File: src/rtl/discrete_osc_pkg.sv
// Shared definitions for the discrete oscillator blocks: state encoding,
// RC time constants and the RC-to-clock-count conversion.
package discrete_osc_pkg;

    typedef enum logic [1:0] {
        IDLE       = 2'd0,
        FIRST_HIGH = 2'd1,
        HIGH       = 2'd2,
        LOW        = 2'd3
    } osc_state_t;

    // ln(2) and ln(3), scaled by 1000
    localparam longint LN2_X1000 = 64'sd693;
    localparam longint LN3_X1000 = 64'sd1100;

    // clocks = clock_rate * k * R * C[nF] / 10^12, divided last to keep precision; never below 1
    function automatic longint rc_to_clocks(input longint clock_rate,
                                            input longint k_x1000,
                                            input longint r_ohm,
                                            input longint c_nf);
        longint v;
        v = (clock_rate * k_x1000 * r_ohm * c_nf) / 64'sd1_000_000_000_000;
        if (v < 64'sd1) v = 64'sd1;
        return v;
    endfunction

endpackage

File: src/rtl/asymmetric_slew_limiter.sv
// Moves a signed sample toward its target on each audio strobe, limited to
// RISE_STEP upward and FALL_STEP downward per strobe, never overshooting.
module asymmetric_slew_limiter #(
    parameter int RISE_STEP = 1024,
    parameter int FALL_STEP = 2048
) (
    input  logic               clk,
    input  logic               I_RST,
    input  logic               audio_clk_en,
    input  logic signed [15:0] in,
    output logic signed [15:0] out
);

    localparam logic signed [16:0] RISE_S = 17'(RISE_STEP);
    localparam logic signed [16:0] FALL_S = 17'(FALL_STEP);

    logic signed [15:0] out_q, out_d;
    logic signed [16:0] diff;
    logic signed [16:0] next_wide;

    // Step toward the target by at most the rate limit for that direction
    always_comb begin
        diff      = {in[15], in} - {out_q[15], out_q};
        next_wide = {out_q[15], out_q};
        if (audio_clk_en) begin
            if (diff > 17'sd0) begin
                next_wide = (diff > RISE_S) ? next_wide + RISE_S : next_wide + diff;
            end else if (diff < 17'sd0) begin
                next_wide = (-diff > FALL_S) ? next_wide - FALL_S : next_wide + diff;
            end
        end
        out_d = next_wide[15:0];
    end

    // Sample register
    always_ff @(posedge clk) begin
        if (I_RST) out_q <= '0;
        else       out_q <= out_d;
    end

    assign out = out_q;

endmodule

File: src/rtl/gated_astable_square_oscillator.sv
// Gated 555-style astable: stretched first high phase after the gate opens,
// then alternating high/low phases, followed by a slew-limited audio output.
//
//  state      | meaning
//  IDLE       | gate closed, output held low
//  FIRST_HIGH | first high phase, capacitor charging from 0V (longer)
//  HIGH       | steady-state high phase
//  LOW        | discharge phase
module gated_astable_square_oscillator
    import discrete_osc_pkg::*;
#(
    parameter longint CLOCK_RATE  = 50000000,
    parameter int     SAMPLE_RATE = 48000,
    parameter int     R1          = 10000,
    parameter int     R2          = 10000,
    parameter int     C_NF        = 100,
    parameter int     VCC         = 12,
    parameter int     V_SIGNAL    = 5,
    parameter int     RISE_STEP   = 1024,
    parameter int     FALL_STEP   = 2048
) (
    input  logic               clk,
    input  logic               I_RST,
    input  logic               audio_clk_en,
    input  logic               gate,
    output logic               level,
    output logic signed [15:0] out
);

    localparam longint T_HIGH  = rc_to_clocks(CLOCK_RATE, LN2_X1000, longint'(R1) + longint'(R2), longint'(C_NF));
    localparam longint T_LOW   = rc_to_clocks(CLOCK_RATE, LN2_X1000, longint'(R2), longint'(C_NF));
    localparam longint T_FIRST = rc_to_clocks(CLOCK_RATE, LN3_X1000, longint'(R1) + longint'(R2), longint'(C_NF));

    localparam longint MAX_T = 64'sd4294967295;

    if (T_HIGH > MAX_T || T_LOW > MAX_T || T_FIRST > MAX_T) begin : g_range_err
        $error("phase length does not fit the 32-bit counter");
    end

    if (SAMPLE_RATE <= 0 || longint'(SAMPLE_RATE) > CLOCK_RATE) begin : g_rate_err
        $error("SAMPLE_RATE must be positive and not above CLOCK_RATE");
    end

    localparam logic [31:0] T_HIGH_M1  = 32'(T_HIGH - 64'sd1);
    localparam logic [31:0] T_LOW_M1   = 32'(T_LOW - 64'sd1);
    localparam logic [31:0] T_FIRST_M1 = 32'(T_FIRST - 64'sd1);

    localparam logic signed [15:0] OUT_HIGH = 16'((V_SIGNAL <<< 14) / VCC);

    osc_state_t         state_q, state_d;
    logic [31:0]        cnt_q, cnt_d;
    logic               level_q, level_d;
    logic signed [15:0] target;

    // Next-state: gate low forces IDLE ahead of any terminal count
    always_comb begin
        state_d = state_q;
        cnt_d   = cnt_q + 32'd1;
        if (!gate) begin
            state_d = IDLE;
            cnt_d   = '0;
        end else begin
            case (state_q)
                IDLE: begin
                    state_d = FIRST_HIGH;
                    cnt_d   = '0;
                end
                FIRST_HIGH: begin
                    if (cnt_q == T_FIRST_M1) begin
                        state_d = LOW;
                        cnt_d   = '0;
                    end
                end
                HIGH: begin
                    if (cnt_q == T_HIGH_M1) begin
                        state_d = LOW;
                        cnt_d   = '0;
                    end
                end
                LOW: begin
                    if (cnt_q == T_LOW_M1) begin
                        state_d = HIGH;
                        cnt_d   = '0;
                    end
                end
                default: begin
                    state_d = IDLE;
                    cnt_d   = '0;
                end
            endcase
        end
        level_d = (state_d == FIRST_HIGH) || (state_d == HIGH);
    end

    // State, phase counter and level registers
    always_ff @(posedge clk) begin
        if (I_RST) begin
            state_q <= IDLE;
            cnt_q   <= '0;
            level_q <= 1'b0;
        end else begin
            state_q <= state_d;
            cnt_q   <= cnt_d;
            level_q <= level_d;
        end
    end

    assign level  = level_q;
    assign target = level_q ? OUT_HIGH : 16'sd0;

    asymmetric_slew_limiter #(
        .RISE_STEP (RISE_STEP),
        .FALL_STEP (FALL_STEP)
    ) u_slew (
        .clk          (clk),
        .I_RST        (I_RST),
        .audio_clk_en (audio_clk_en),
        .in           (target),
        .out          (out)
    );

endmodule

File: config.mk
export PLATFORM = sky130hd
export DESIGN_NAME = gated_astable_square_oscillator
export DESIGN_NICKNAME = d
export VERILOG_FILES = /design/src/rtl/discrete_osc_pkg.sv /design/src/rtl/asymmetric_slew_limiter.sv /design/src/rtl/gated_astable_square_oscillator.sv
export SDC_FILE = /design/constraint.sdc
export NUM_CORES = 1
export LEC_CHECK = 0
export BUFFER_PORTS_ARGS = -buffer_cell sky130_fd_sc_hd__clkbuf_2
export CORE_ASPECT_RATIO = 0.8
export CORE_MARGIN = 4
export CORE_UTILIZATION = 45
export DETAILED_ROUTE_END_ITERATION = 10
export GPL_TIMING_DRIVEN = 0
export HOLD_SLACK_MARGIN = 0.1
export SLEW_MARGIN = 0
export SYNTH_ARGS = -nofsm -noshare
export SYNTH_HDL_FRONTEND = slang
export SYNTH_SLANG_ARGS = --single-unit
File: constraint.sdc
create_clock -name clk -period 7.5 [get_ports clk]
set_input_delay 0.75 -clock clk [delete_from_list [all_inputs] [get_ports clk]]
set_output_delay 0.75 -clock clk [all_outputs]
set_load 0.01 [all_outputs]
# Word-level counts from Yosys, hierarchy flattened
# Cells that the tools add are included.
# W data, S select, Z words.
# classes
n_addsub,6
magnitude_cmp,4
eq_ne,8
n_mux,14
bitwise,1
reduce_logical,5
# op_table
cell,count
$pmux W32 S4,1
$mux W32,3
$eq A32 B17 Y1 const B,2
$mux W16,4
$add A32 B1 Y32 const B,1
$eq A32 B16 Y1 const B,1
$gt A17 B1 Y1 const B,1
$gt A17 B12 Y1 const B,1
$gt A17 B13 Y1 const B,1
$lt A17 B1 Y1 const B,1
$neg A17 Y17,1
$sub A14 B16 Y17,1
$add A16 B12 Y16 const B,1
$add A16 B16 Y16,1
$sub A16 B13 Y16 const B,1
$mux W13,1
$mux W2,4
$pmux W2 S4,1
$eq A2 B2 Y1 const B,3
$eq A2 B1 Y1 const B,2
$logic_not A2 Y1,1
$reduce_and A2 Y1,1
$reduce_bool A2 Y1,1
$reduce_or A2 Y1,1
other kinds (2),2
# totals
ff_bits,51
inputBits,4
word_cells,42

# Depth between registers and ports, before layout
# depth
depth_word,7
ltp_mapped,21

# Cells and area by module
# A second synthesis with hierarchy kept.
# hier_totals
hier_cells,574
area_unflattened_um2,4594.4
# modules_own_cells
module,instances,cells_per_inst,area_each_um2,seq_area_each_um2
asymmetric_slew_limiter,1,361,2763.9,320.3
gated_astable_square_oscillator,1,213,1830.5,700.7

# Worst setup path after synthesis
# No wires, ideal clock.
# synth_timing
path_type,flip-flop to flip-flop
from,"reg level_q, in the netlist level"
to,"reg u_slew.out_q[13], in the netlist u_slew.out[13]"
setup_time_ns,0.136
arrival_ns,4.686
required_time_ns,7.364
setup_slack_ns,2.678
stages_incl_launch_ff,21
n_path_buf,3
path_cell_list,dfxtp_1 > ha_1 > clkbuf_1 > nor3b_1 > or2_2 > a21o_1 > ha_1 > inv_1 > a2111o_1 > or3_1 > nor3_1 > nand3_1 > or3_1 > ha_1 > clkbuf_1 > nor2b_1 > o21ai_4 > nand3_2 > buf_4 > nand2b_4 > a41oi_2
# synth_via
elab_chain_len,7
# synth_lines
element,line_no,source
"start, declared",gated_astable_square_oscillator.sv:52,"logic level_q, level_d;"
"start signal, assigned",gated_astable_square_oscillator.sv:104,level_q <= level_d;
$mux W13 *,gated_astable_square_oscillator.sv:109,assign target = level_q ? OUT_HIGH : 16'sd0;
$sub A14 B16 Y17 *,asymmetric_slew_limiter.sv:23,"diff = {in[15], in} - {out_q[15], out_q};"
$neg A17 Y17,asymmetric_slew_limiter.sv:29,next_wide = (-diff > FALL_S) ? next_wide - FALL_S : next_wide + diff;
$gt A17 B13 Y1,asymmetric_slew_limiter.sv:29,
$mux W16,asymmetric_slew_limiter.sv:29,
$mux W16,asymmetric_slew_limiter.sv:28,end else if (diff < 17'sd0) begin
$mux W16,asymmetric_slew_limiter.sv:26,if (diff > 17'sd0) begin
"end signal, assigned",asymmetric_slew_limiter.sv:38,else out_q <= out_d;
"end, declared",asymmetric_slew_limiter.sv:17,"logic signed [15:0] out_q, out_d;"
# Mark *: on every way between the ends. The rest lies on a longest branch, timed or not. The select of a mux whose other input is x is not followed.
# A chain may end at the register's enable or synchronous reset.

# Final worst setup path
# Same ends and word-level chain as after synthesis.

==> impl_metrics.tcl <==
set metrics [dict create \
    status "finished, final reports clean" \
    cts_tree "yes" \
    p_int_mw 0.954 \
    first_global_vias 3367 \
    r2r_start "level" \
    cts_buffers 5 \
    antenna_found_initial 0 \
    drtIter0Drc 183 \
    fin_util_pct 51.9 \
    worstMarginPinSlew_ns 0.636 \
    die_height_um 93.6 \
    hold_violations 0 \
    p_leak_nw 1.80 \
    synth-main-ff-cell "dfxtp_1" \
    synth_fp_nets 557 \
    layout-drive-gt1-share_pct 8.56 \
    start_util_pct 47.3 \
    groute.usage.overall_pct 18.6 \
    ir_drop_mv 0.215 \
    antenna_cells 0 \
    htreeDepth 2 \
    whs_endpoint "cnt_q[0]" \
    overflow 0 \
    drt_pass1_iterations 5 \
    hp-start "cnt_q[0]" \
    synth_cells 523 \
    yosysWarnings 0 \
    synth_edf_count 0 \
    clkTransAtPathRegs_ns 0.07 \
    synth-seq-area-share_pct 24.3 \
    r2r-end "u_slew.out[13]" \
    root_buffer "clkbuf_16" \
    rows 30 \
    postCtsSetupBuffers 0 \
    seq_power_share_pct 17.8 \
    fin_crit_ns 5.76 \
    cts_buffer_depth 2 \
    viasPerCell 5.65 \
    io_buffers 18 \
    core_area_sq_mm 0.00871 \
    cp.arrival_ns 5.91 \
    wl_mm 9.96 \
    switchingPower_mw 0.898 \
    required_ns 7.65 \
    ioPinCount 21 \
    yosys-top-cells-area "dfxtp_1, ha_1, xnor2_1" \
    cts_hold_buffers 0 \
    drv_slew 0 \
    grt_pass1_wl_mm 16.4 \
    power_frac_comb_pct 67.8 \
    clock-sinks 50 \
    die_w_um 115 \
    routed-via-count 3732 \
    pwr-share-clk_pct 14.4 \
    yosysMostFrequentCell "nor2_1" \
    post-route-period-util_pct 76.8 \
    synthArstFlopShare_pct 0 \
    worstHoldPathType "flop to flop" \
    grt_max_degree 17 \
    fin_nets 582 \
    drc 0 \
    gp_congestion 0.877 \
    rsz0062_at_grt "no" \
    dp.cells 653 \
    relSlewSlack_pct 57.3 \
    synth_top_area_share_pct 24.3 \
    finalSetupTns_ns 0 \
    powerDensity_mw_per_mm2 409 \
    worstPathMaxFanout 10 \
    holdPathStages 1 \
    p_sw_share_pct 48.5 \
    fin_cells 661 \
    area_growth_syn_to_layout_pct 9.68 \
    place_hpwl_mm 7.68 \
    wl_per_cell_um 15.1 \
    endpoint_kind "flop" \
    synth_area_sq_mm 0.00412 \
    n_fill_cell 859 \
    clk-insertion-delay-late_ns 0.29 \
    skew_ns 0.00495 \
    die-area_sq_mm 0.0108 \
    cp-start-kind "flop" \
    cts_resized 0 \
    ant_nets 0 \
    ys_ff_latch 50 \
    clock.fmax_ghz 0.174 \
    postSynthAreaPerCell_sq_um 7.88 \
    ys_types 71 \
    maxCapViolations 0 \
    crit_type "flop to flop" \
    yosys.area.top_type "dfxtp_1" \
    r2r_setup_slack_ns 1.74 \
    ys_top_cells_by_count "nor2_1, dfxtp_1, xnor2_1" \
    r2r_cells 20 \
    setup-violations-final 0 \
]
[layout by cell type, fill, tap and decap left out, types with 5 or more instances in the layout]
cell type / instances
a211oi_1: 5
a21o_1: 7
a21oi_1: 16
a31oi_1: 5
and3_1: 12
clkbuf_1: 17
clkbuf_16: 5
clkbuf_2: 18
dfxtp_1: 50
ha_1: 30
inv_1: 31
mux2i_1: 11
nand2_1: 30
nand3_1: 22
nand4_1: 12
nor2_1: 70
nor2b_1: 10
nor3_1: 16
nor4_1: 10
o211ai_1: 6
o21ai_0: 14
or2_2: 5
or3_1: 8
xnor2_1: 32
xor2_1: 30
[metrics by stage]
stage	hold slack (ns)	power (mW)	setup WS, ns	area [sq um]
floorplan	0.430	1.31	2.68	4120
global placement	0.446	1.55	1.86	4350
detailed placement	0.460	1.57	1.78	4350
CTS	0.480	1.85	1.76	4520
global route	0.503	2.00	1.39	4520
finish	0.473	1.85	1.74	4520
[power by group through the flow]
stage	Combinational [mW]	Sequential (mW)	Clock, mW
6_report	1.25	0.330	0.267
5_1_grt	1.38	0.334	0.284
4_1_cts	1.24	0.330	0.273
3_5_place_dp	1.23	0.336	0
3_3_place_gp	1.21	0.335	0
2_1_floorplan	0.974	0.337	0
[final cells by class]
cell class	count	area (sq um)	area share (%)
Tap cell	112	140	3.10
Clock buffer	5	125	2.77
Inverter	31	116	2.57
Buffer	21	93.8	2.08
Multi-Input combinational cell	421	2910	64.4
Timing Repair Buffer	18	90.1	1.99
Clock inverter	3	43.8	0.968
Sequential cell	50	1000	22.1
[cell families after synthesis]
family | synth area share [%]
other | 0.0910
muxes | 3.22
xor gates and xnor gates | 13.2
AOI/OAI and AO/OA | 17.8
and+or+nand+nor | 27.2
adders and majority gates | 9.10
DFF | 24.3
buffers and inverters | 5.10
[routing by layer]
metal | GRT usage (%) | part of all wire, % | vias up
met3 | 2.46 | 2.9 | 10
met1 | 28.7 | 55 | 1747
met5 | 0 | 0 | -
met2 | 27.8 | 41 | 60
li1 | - | - | 1915
met4 | 3.03 | 0.72 | 0
[critical path, stage by stage, from the launching register on]
cell and delay [ns]:
dfxtp_1 0.63, ha_1 0.32, clkbuf_1 0.19, nor3b_1 0.21, or2_2 0.32, a21o_1 0.20
ha_1 0.39, inv_1 0.10, a2111o_1 0.49, or3_1 0.42, nor3_1 0.18, nand3_1 0.13
or3_1 0.44, ha_1 0.20, clkbuf_1 0.22, nor2b_1 0.31, o21ai_4 0.16, nand3_2 0.18
buf_4 0.25, nand2b_4 0.16, a41oi_2 0.11
[worst max-delay path by stage]
stage / slack (ns) / startpoint / to / depth (start not counted)
CTS: 1.76 / level / u_slew.out[13] / 20
detailed placement: 1.78 / level / u_slew.out[13] / 20
global route: 1.39 / level / u_slew.out[1] / 20
global placement: 1.86 / level / u_slew.out[13] / 20
finish: 1.74 / level / u_slew.out[13] / 20
floorplan: 2.68 / level / u_slew.out[13] / 20
[state kept, by name (all words and copies together) (netlist names)]
name	cells
state_q	2
u_slew.out	15
level	1
cnt_q	32
No activity file was read; power rests on OpenSTA's default activity.
